--- config.mk ---
export PLATFORM = sky130hd
export DESIGN_NAME = seg7_scan_driver
export DESIGN_NICKNAME = d
export VERILOG_FILES = /design/src/rtl/seg7_pkg.sv /design/src/rtl/hex_to_seg7.sv /design/src/rtl/seg7_scan_driver.sv
export SDC_FILE = /design/constraint.sdc
export NUM_CORES = 1
export LEC_CHECK = 0
export CORE_ASPECT_RATIO = 0.9
export CORE_MARGIN = 8
export CORE_UTILIZATION = 45
export DETAILED_ROUTE_END_ITERATION = 8
export PLACE_DENSITY = 0.79
export SLEW_MARGIN = 25
export SYNTH_ARGS = -nofsm -noshare
export SYNTH_HDL_FRONTEND = slang
export SYNTH_HIERARCHICAL = 1
export SYNTH_SLANG_ARGS = --single-unit
--- constraint.sdc ---
create_clock -name clk_i -period 7.29 [get_ports clk_i]
set_input_delay 1.458 -clock clk_i [delete_from_list [all_inputs] [get_ports clk_i]]
set_output_delay 1.458 -clock clk_i [all_outputs]
set_load 0.005 [all_outputs]
--- src/rtl/seg7_pkg.sv ---
// Shared constants for the 7-segment scan driver.
//  SEG_HEX : active-low {g,f,e,d,c,b,a} patterns for hex digits 0..F
//  SEG_OFF : all segments dark
//  AN_OFF  : all digit enables inactive
package seg7_pkg;

  localparam logic [6:0] SEG_OFF = 7'h7F;
  localparam logic [7:0] AN_OFF  = 8'hFF;

  localparam logic [6:0] SEG_HEX [16] = '{
    7'h40, 7'h79, 7'h24, 7'h30,  // 0 1 2 3
    7'h19, 7'h12, 7'h02, 7'h78,  // 4 5 6 7
    7'h00, 7'h10, 7'h08, 7'h03,  // 8 9 A b
    7'h46, 7'h21, 7'h06, 7'h0E   // C d E F
  };

endpackage

--- src/rtl/hex_to_seg7.sv ---
// Combinational nibble-to-segment lookup.
//  nibble_i : hex digit 0..F
//  seg_o    : active-low segments {g,f,e,d,c,b,a}
module hex_to_seg7
  import seg7_pkg::*;
(
  input  logic [3:0] nibble_i,
  output logic [6:0] seg_o
);

  assign seg_o = SEG_HEX[nibble_i];

endmodule

--- src/rtl/seg7_scan_driver.sv ---
// Time-multiplexed driver for an 8-digit common-anode 7-segment display.
// The displayed word is snapshotted once per scan frame so a digit sequence never
// mixes two values, and leading zeros can be blanked.
//  clk_i        : system clock
//  rst_i        : asynchronous active-high reset
//  value_i      : word to display
//  freeze_i     : 1 = keep the current snapshot at the frame wrap
//  an_o         : active-low digit enables, an_o[i] = nibble i
//  seg_o        : active-low segments {g,f,e,d,c,b,a}
//  dp_o         : active-low decimal point, always off
//  frame_tick_o : pulses on the cycle the snapshot is reloaded
module seg7_scan_driver
  import seg7_pkg::*;
#(
  parameter int unsigned REFRESH_DIV   = 100000,
  parameter int unsigned NUM_DIGITS    = 8,
  parameter int unsigned BLANK_LEADING = 1
) (
  input  logic        clk_i,
  input  logic        rst_i,
  input  logic [31:0] value_i,
  input  logic        freeze_i,
  output logic [7:0]  an_o,
  output logic [6:0]  seg_o,
  output logic        dp_o,
  output logic        frame_tick_o
);

  localparam int unsigned DivW = $clog2(REFRESH_DIV);
  localparam logic [DivW-1:0] DivLast = DivW'(REFRESH_DIV - 1);
  localparam logic [2:0] LastDigit = 3'(NUM_DIGITS - 1);

  logic [DivW-1:0] div_cnt_q, div_cnt_d;
  logic [2:0]      digit_idx_q, digit_idx_d;
  logic [31:0]     snapshot_q, snapshot_d;
  logic [7:0]      an_q, an_d;
  logic [6:0]      seg_q, seg_d;

  logic        tc, wrap, load, blank;
  logic [3:0]  nibble;
  logic [31:0] upper;
  logic [6:0]  seg_dec;

  hex_to_seg7 u_hex_to_seg7 (
    .nibble_i (nibble),
    .seg_o    (seg_dec)
  );

  always_comb begin
    tc   = (div_cnt_q == DivLast);
    wrap = tc && (digit_idx_q == LastDigit);
    // freeze only matters on the wrap cycle; that is the only load opportunity
    load = wrap && !freeze_i;

    div_cnt_d   = tc ? '0 : div_cnt_q + 1'b1;
    digit_idx_d = digit_idx_q;
    if (tc) begin
      digit_idx_d = (digit_idx_q == LastDigit) ? 3'd0 : digit_idx_q + 3'd1;
    end
    snapshot_d = load ? value_i : snapshot_q;

    nibble = snapshot_q[{digit_idx_q, 2'b00} +: 4];
    // A digit is leading-zero when it and every nibble above it are zero
    upper  = snapshot_q >> {digit_idx_q, 2'b00};
    blank  = (BLANK_LEADING != 0) && (digit_idx_q != 3'd0) && (upper == 32'd0);

    an_d  = blank ? AN_OFF : ~(8'b1 << digit_idx_q);
    seg_d = seg_dec;
  end

  always_ff @(posedge clk_i or posedge rst_i) begin
    if (rst_i) begin
      div_cnt_q   <= '0;
      digit_idx_q <= 3'd0;
      snapshot_q  <= 32'd0;
      an_q        <= AN_OFF;
      seg_q       <= SEG_OFF;
    end else begin
      div_cnt_q   <= div_cnt_d;
      digit_idx_q <= digit_idx_d;
      snapshot_q  <= snapshot_d;
      an_q        <= an_d;
      seg_q       <= seg_d;
    end
  end

  assign an_o         = an_q;
  assign seg_o        = seg_q;
  assign dp_o         = 1'b1;
  assign frame_tick_o = load;

endmodule

Yosys cells after proc, flatten, opt, wreduce, memory -nomap -nowiden:

Memories as Yosys holds them, arrays and structs flattened. A register that Yosys moved wholly into a read port is not among the register bits.
Index checks and enable logic that the tools add are counted.

* register bits: 60
* latch bits: 0
* bits in writable memories: 0
* bits in read-only memories: 112
* input bits: 35
* memories kept: 1

* add/sub/neg operators: 2
* multiply operators: 0
* divide/modulo/power cells: 0
* magnitude comparators: 0
* equal/unequal tests: 2
* shift-type cells: 3
* muxes and demuxes: 3
* bitwise operators: 2
* reduce and logical (&&, ||, !) cells: 6

Memories
* (no name shown): words 16, width 7, read ports 1, clocked after memory_dff 1, wr ports 0, line hex_to_seg7.sv:11 `assign seg_o = SEG_HEX[nibble_i];`

Operators by type and width (count)
* logical NOT 32 bit: 1
* variable part select 32 x 6 -> 4 bit: 1
* >> shifter 32 x 5 -> 32 bit: 1
* adder 17 x 1 -> 17 bit (second input constant): 1
* == test 17 bit (second input constant): 1
* two-way mux 17 bit: 1
* two-way mux 8 bit: 1
* NOT 8 bit: 1
* << shifter 1 x 3 -> 8 bit (first input constant): 1
* NOT 4 -> 5 bit: 1
* adder 3 x 1 -> 3 bit (second input constant): 1
* == test 3 bit (second input constant): 1
* logical AND 1 bit: 3
* two-way mux 3 bit: 1
* nonzero test 3 bit: 1
* logical NOT 1 bit: 1

Logic depth before layout (Yosys ltp):

* depth after elaboration: 4
* depth in mapped cells: 9

Modules after synthesis:

The synthesis kept the hierarchy.

Modules (own cells, without submodules)
* seg7_scan_driver: times used 1, cells an instance 271, area an instance 3444.6 sq um
* hex_to_seg7: times used 1, cells an instance 33, area an instance 274.0 sq um

Worst setup path after synthesis:

OpenSTA, ideal clock, no wires.

* path type: in2out
* start: input port freeze_i
* end: output port frame_tick_o
* arrival time: 1937 ps
* required time: 5832 ps
* slack: 3895 ps
* stages: 3
* path buffers: 2
* cells stage by stage: and3b_1 buf_6 buf_12

* word-level cells in the longest chain between the ends: 2

RTL lines
* from (decl): line seg7_scan_driver.sv:22 `input logic freeze_i,`
* logical NOT 1 bit: line seg7_scan_driver.sv:53 `load = wrap && !freeze_i;`
* logical AND 1 bit: line seg7_scan_driver.sv:53
* to (decl): line seg7_scan_driver.sv:26 `output logic frame_tick_o`

Every way passes these cells.

Final worst setup path:

* start: register div_cnt_q[0]
* end: output port frame_tick_o

* word-level cells in the longest chain between the ends: 3

RTL lines
* from (decl): line seg7_scan_driver.sv:33 `logic [DivW-1:0] div_cnt_q, div_cnt_d;`
* from (signal assigned): line seg7_scan_driver.sv:79 `div_cnt_q <= div_cnt_d;`
* == test 17 bit: line seg7_scan_driver.sv:50 `tc = (div_cnt_q == DivLast);`
* logical AND 1 bit: line seg7_scan_driver.sv:51 `wrap = tc && (digit_idx_q == LastDigit);`
* logical AND 1 bit: line seg7_scan_driver.sv:53

Every way passes these cells.

==> flow_summary.json <==
{
  "synth_area_mm2": 0.003719,
  "ys_seq_elements": 67,
  "switching_share": 0.1918,
  "routed_wl_um": 7891,
  "drive_gt1_frac": 0.2472,
  "cts-buffers-inserted": 9,
  "post-route-period-util": 0.6349,
  "row_count": 31,
  "netlist_instances": 304,
  "syn_avg_cell_area_um2": 12.23,
  "synth_edf_count": 0,
  "clk_latency_ns": 0.34,
  "worstPathRequired_ns": 5.83,
  "vias_per_cell": 5.530,
  "syn2layout_area_growth_pct": 19.01,
  "crit_type": "flop to primary output",
  "yosysMostFrequentCell": "dfrtp_1",
  "dp_slack_ns": 2.651,
  "cts_tree": "done",
  "cp-end-kind": "primary output",
  "fin_total_pwr_mw": 0.7319,
  "ios": 52,
  "synth_warnings": 6,
  "p_switching_mw": 0.1404,
  "syn-num-nets": 353,
  "critPathLaunchType": "flop",
  "crit_fanout": 33,
  "fin_ws_ns": 2.662,
  "cts_htree_levels": 3,
  "maxCapViolCount": 0,
  "grt_overflow": 0,
  "worstPathArrival_ns": 3.17,
  "internal_power_mw": 0.5915,
  "synth_area_leader_cell": "dfrtp_1",
  "rsz0062_at_grt": "no",
  "yosysTopAreaCellShare": 0.3499,
  "p_seq_frac": 0.508,
  "grt_pass1_vias": 2661,
  "max-vdd-ir-drop_v": 0.00009066,
  "yosysUniqueCellTypes": 48,
  "die_area_mm2": 0.01143,
  "globalRouteTotalUtil": 0.1474,
  "finalMaxSlewViolations": 0,
  "grt_max_degree": 68,
  "fin_setup_tns_ns": 0,
  "post_drt_wl_per_cell_um": 17.34,
  "initial_core_util": 0.4631,
  "final-hold-violation-count": 0,
  "slew_headroom": 0.3574,
  "clockBufferDepth": 2,
  "power_leakage_nw": 1.917,
  "min_path_type": "flop to flop",
  "drt-initial-drc-count": 172,
  "firstDrtPassIters": 4,
  "p_comb_frac": 0.036,
  "hold_buffers": 0,
  "powerDensity_mw_per_mm2": 165.4,
  "clock-sinks": 67,
  "n_antenna_cell": 0,
  "regToRegSetupSlack_ns": 4.36,
  "route.antenna.remaining_nets": 0,
  "place_congestion": 0.8526,
  "finalSetupViolCount": 0,
  "synthArstFlopShare": 1.000,
  "max_freq_mhz": 216.1,
  "clock_power_share": 0.456,
  "synthTopCellsByCount": "52 x dfrtp_1, 31 x nor2_1, 30 x mux2_4",
  "die_h_um": 102.2,
  "ys_seq_area_frac": 0.4559,
  "skew_ns": 0.01079,
  "grt_antenna_before_repair": 0,
  "vias": 2516,
  "finalCriticalPeriod_ns": 4.628,
  "core_mm2": 0.008029,
  "ctsResizeCount": 0,
  "status": "completed",
  "path_clk_slew_ns": 0.07,
  "final_core_util": 0.5512,
  "post_cts_buffers": 0,
  "synth_ff_type": "dfrtp_1",
  "place_hpwl_um": 5778,
  "grt_pass1_wl_um": 13360,
  "finish.net_count": 400,
  "die-width_um": 111.8,
  "cts-root-buf": "clkbuf_8",
  "port_buffers": 50,
  "synth.area.top_cells": "dfrtp_1 35%, mux2_4 12%, dfstp_2 11%",
  "drc": 0,
  "tightest_slew_ns": 0.9638
}
[cell families (layout without fill, tap and decap cells)]
group                      count (synthesis)  after routing  synth area share
other                                      1              1          0.001008
adders and majority gates                 14             14           0.04711
and+or+nand+nor                           92             92            0.1215
xor gates and xnor gates                  15             15           0.03533
DFF                                       67             67            0.4559
buffers and inverters                     27             79           0.05047
AOI/OAI and AO/OA                         27             27           0.05317
muxes                                     61             61            0.2355
[metal layers]
layer | routed length [um] | track usage | share of wire
met2 | 3655 | 0.2247 | 0.46
met1 | 3669 | 0.1922 | 0.46
met4 | 102 | 0.06086 | 0.013
met5 | 0 | 0 | 0
met3 | 464 | 0.04430 | 0.059
[cell usage in the layout, fill, tap and decap left out, types with 4 or more instances in the layout]
cell type / n
ha_1: 14
nand3_1: 14
xnor2_1: 8
clkbuf_8: 10
mux2_4: 30
clkbuf_1: 4
nor3_1: 6
mux2_2: 19
mux2i_1: 5
nor4_1: 10
dfrtp_1: 52
dfstp_2: 15
clkdlybuf4s50_1: 50
nand2_1: 13
nand4_1: 5
mux4_2: 6
nor2_1: 31
o21ai_0: 6
xor2_1: 7
inv_1: 9
[sequential cells by signal, indices dropped and copies added, names as in the netlist]
signal and cells:
snapshot_q 32, div_cnt_q 17, seg_o 7, an_o 8
digit_idx_q 3
[power groups by stage]
stage	clock [mW]	combinational [mW]	sequential [mW]
floorplan	0	0.00629	0.379
global placement	0	0.0264	0.379
detailed placement	0	0.0274	0.379
CTS	0.343	0.0274	0.372
global route	0.360	0.0295	0.372
finish	0.333	0.0263	0.372
[through the flow]
step           hold slack, ns  cell area, um2  std cells
2_1_floorplan          0.4515            3719        304
3_3_place_gp           0.4689            4213        439
3_5_place_dp           0.4755            4213        439
4_1_cts                0.4870            4425        455
5_1_grt                0.5199            4425        455
6_report               0.4852            4425        455
[final timing paths]
check                                from             end  cells past startpoint
setup reg to reg           digit_idx_q[2]        seg_o[3]                      6
hold / removal              div_cnt_q[14]   div_cnt_q[14]                      1
min in group asynchronous           rst_i    div_cnt_q[2]                      3
hold reg to reg             div_cnt_q[14]   div_cnt_q[14]                      1
max in group asynchronous           rst_i  snapshot_q[24]                      3
setup / recovery             div_cnt_q[0]    frame_tick_o                      7
[critical path, cell delays in order (launching register included)]
cell             delay [ns]
dfrtp_1                0.39
ha_1                   0.23
inv_1                  0.07
nor2_1                 0.21
and4_1                 0.57
and3b_2                0.27
buf_4                  0.46
clkdlybuf4s50_1        0.62
[layout make-up]
| type | instances | area [um2] |
|---|---|---|
| inverters | 11 | 41.29 |
| repair buffers | 52 | 515.5 |
| fillers | 681 | 3603 |
| flip-flops and latches | 67 | 1695 |
| well taps | 99 | 123.9 |
| multi-input cells | 210 | 1837 |
| clock inverters | 2 | 60.06 |
| clock buffers | 14 | 152.6 |
Note: power is estimated with default switching activity, not from simulation.
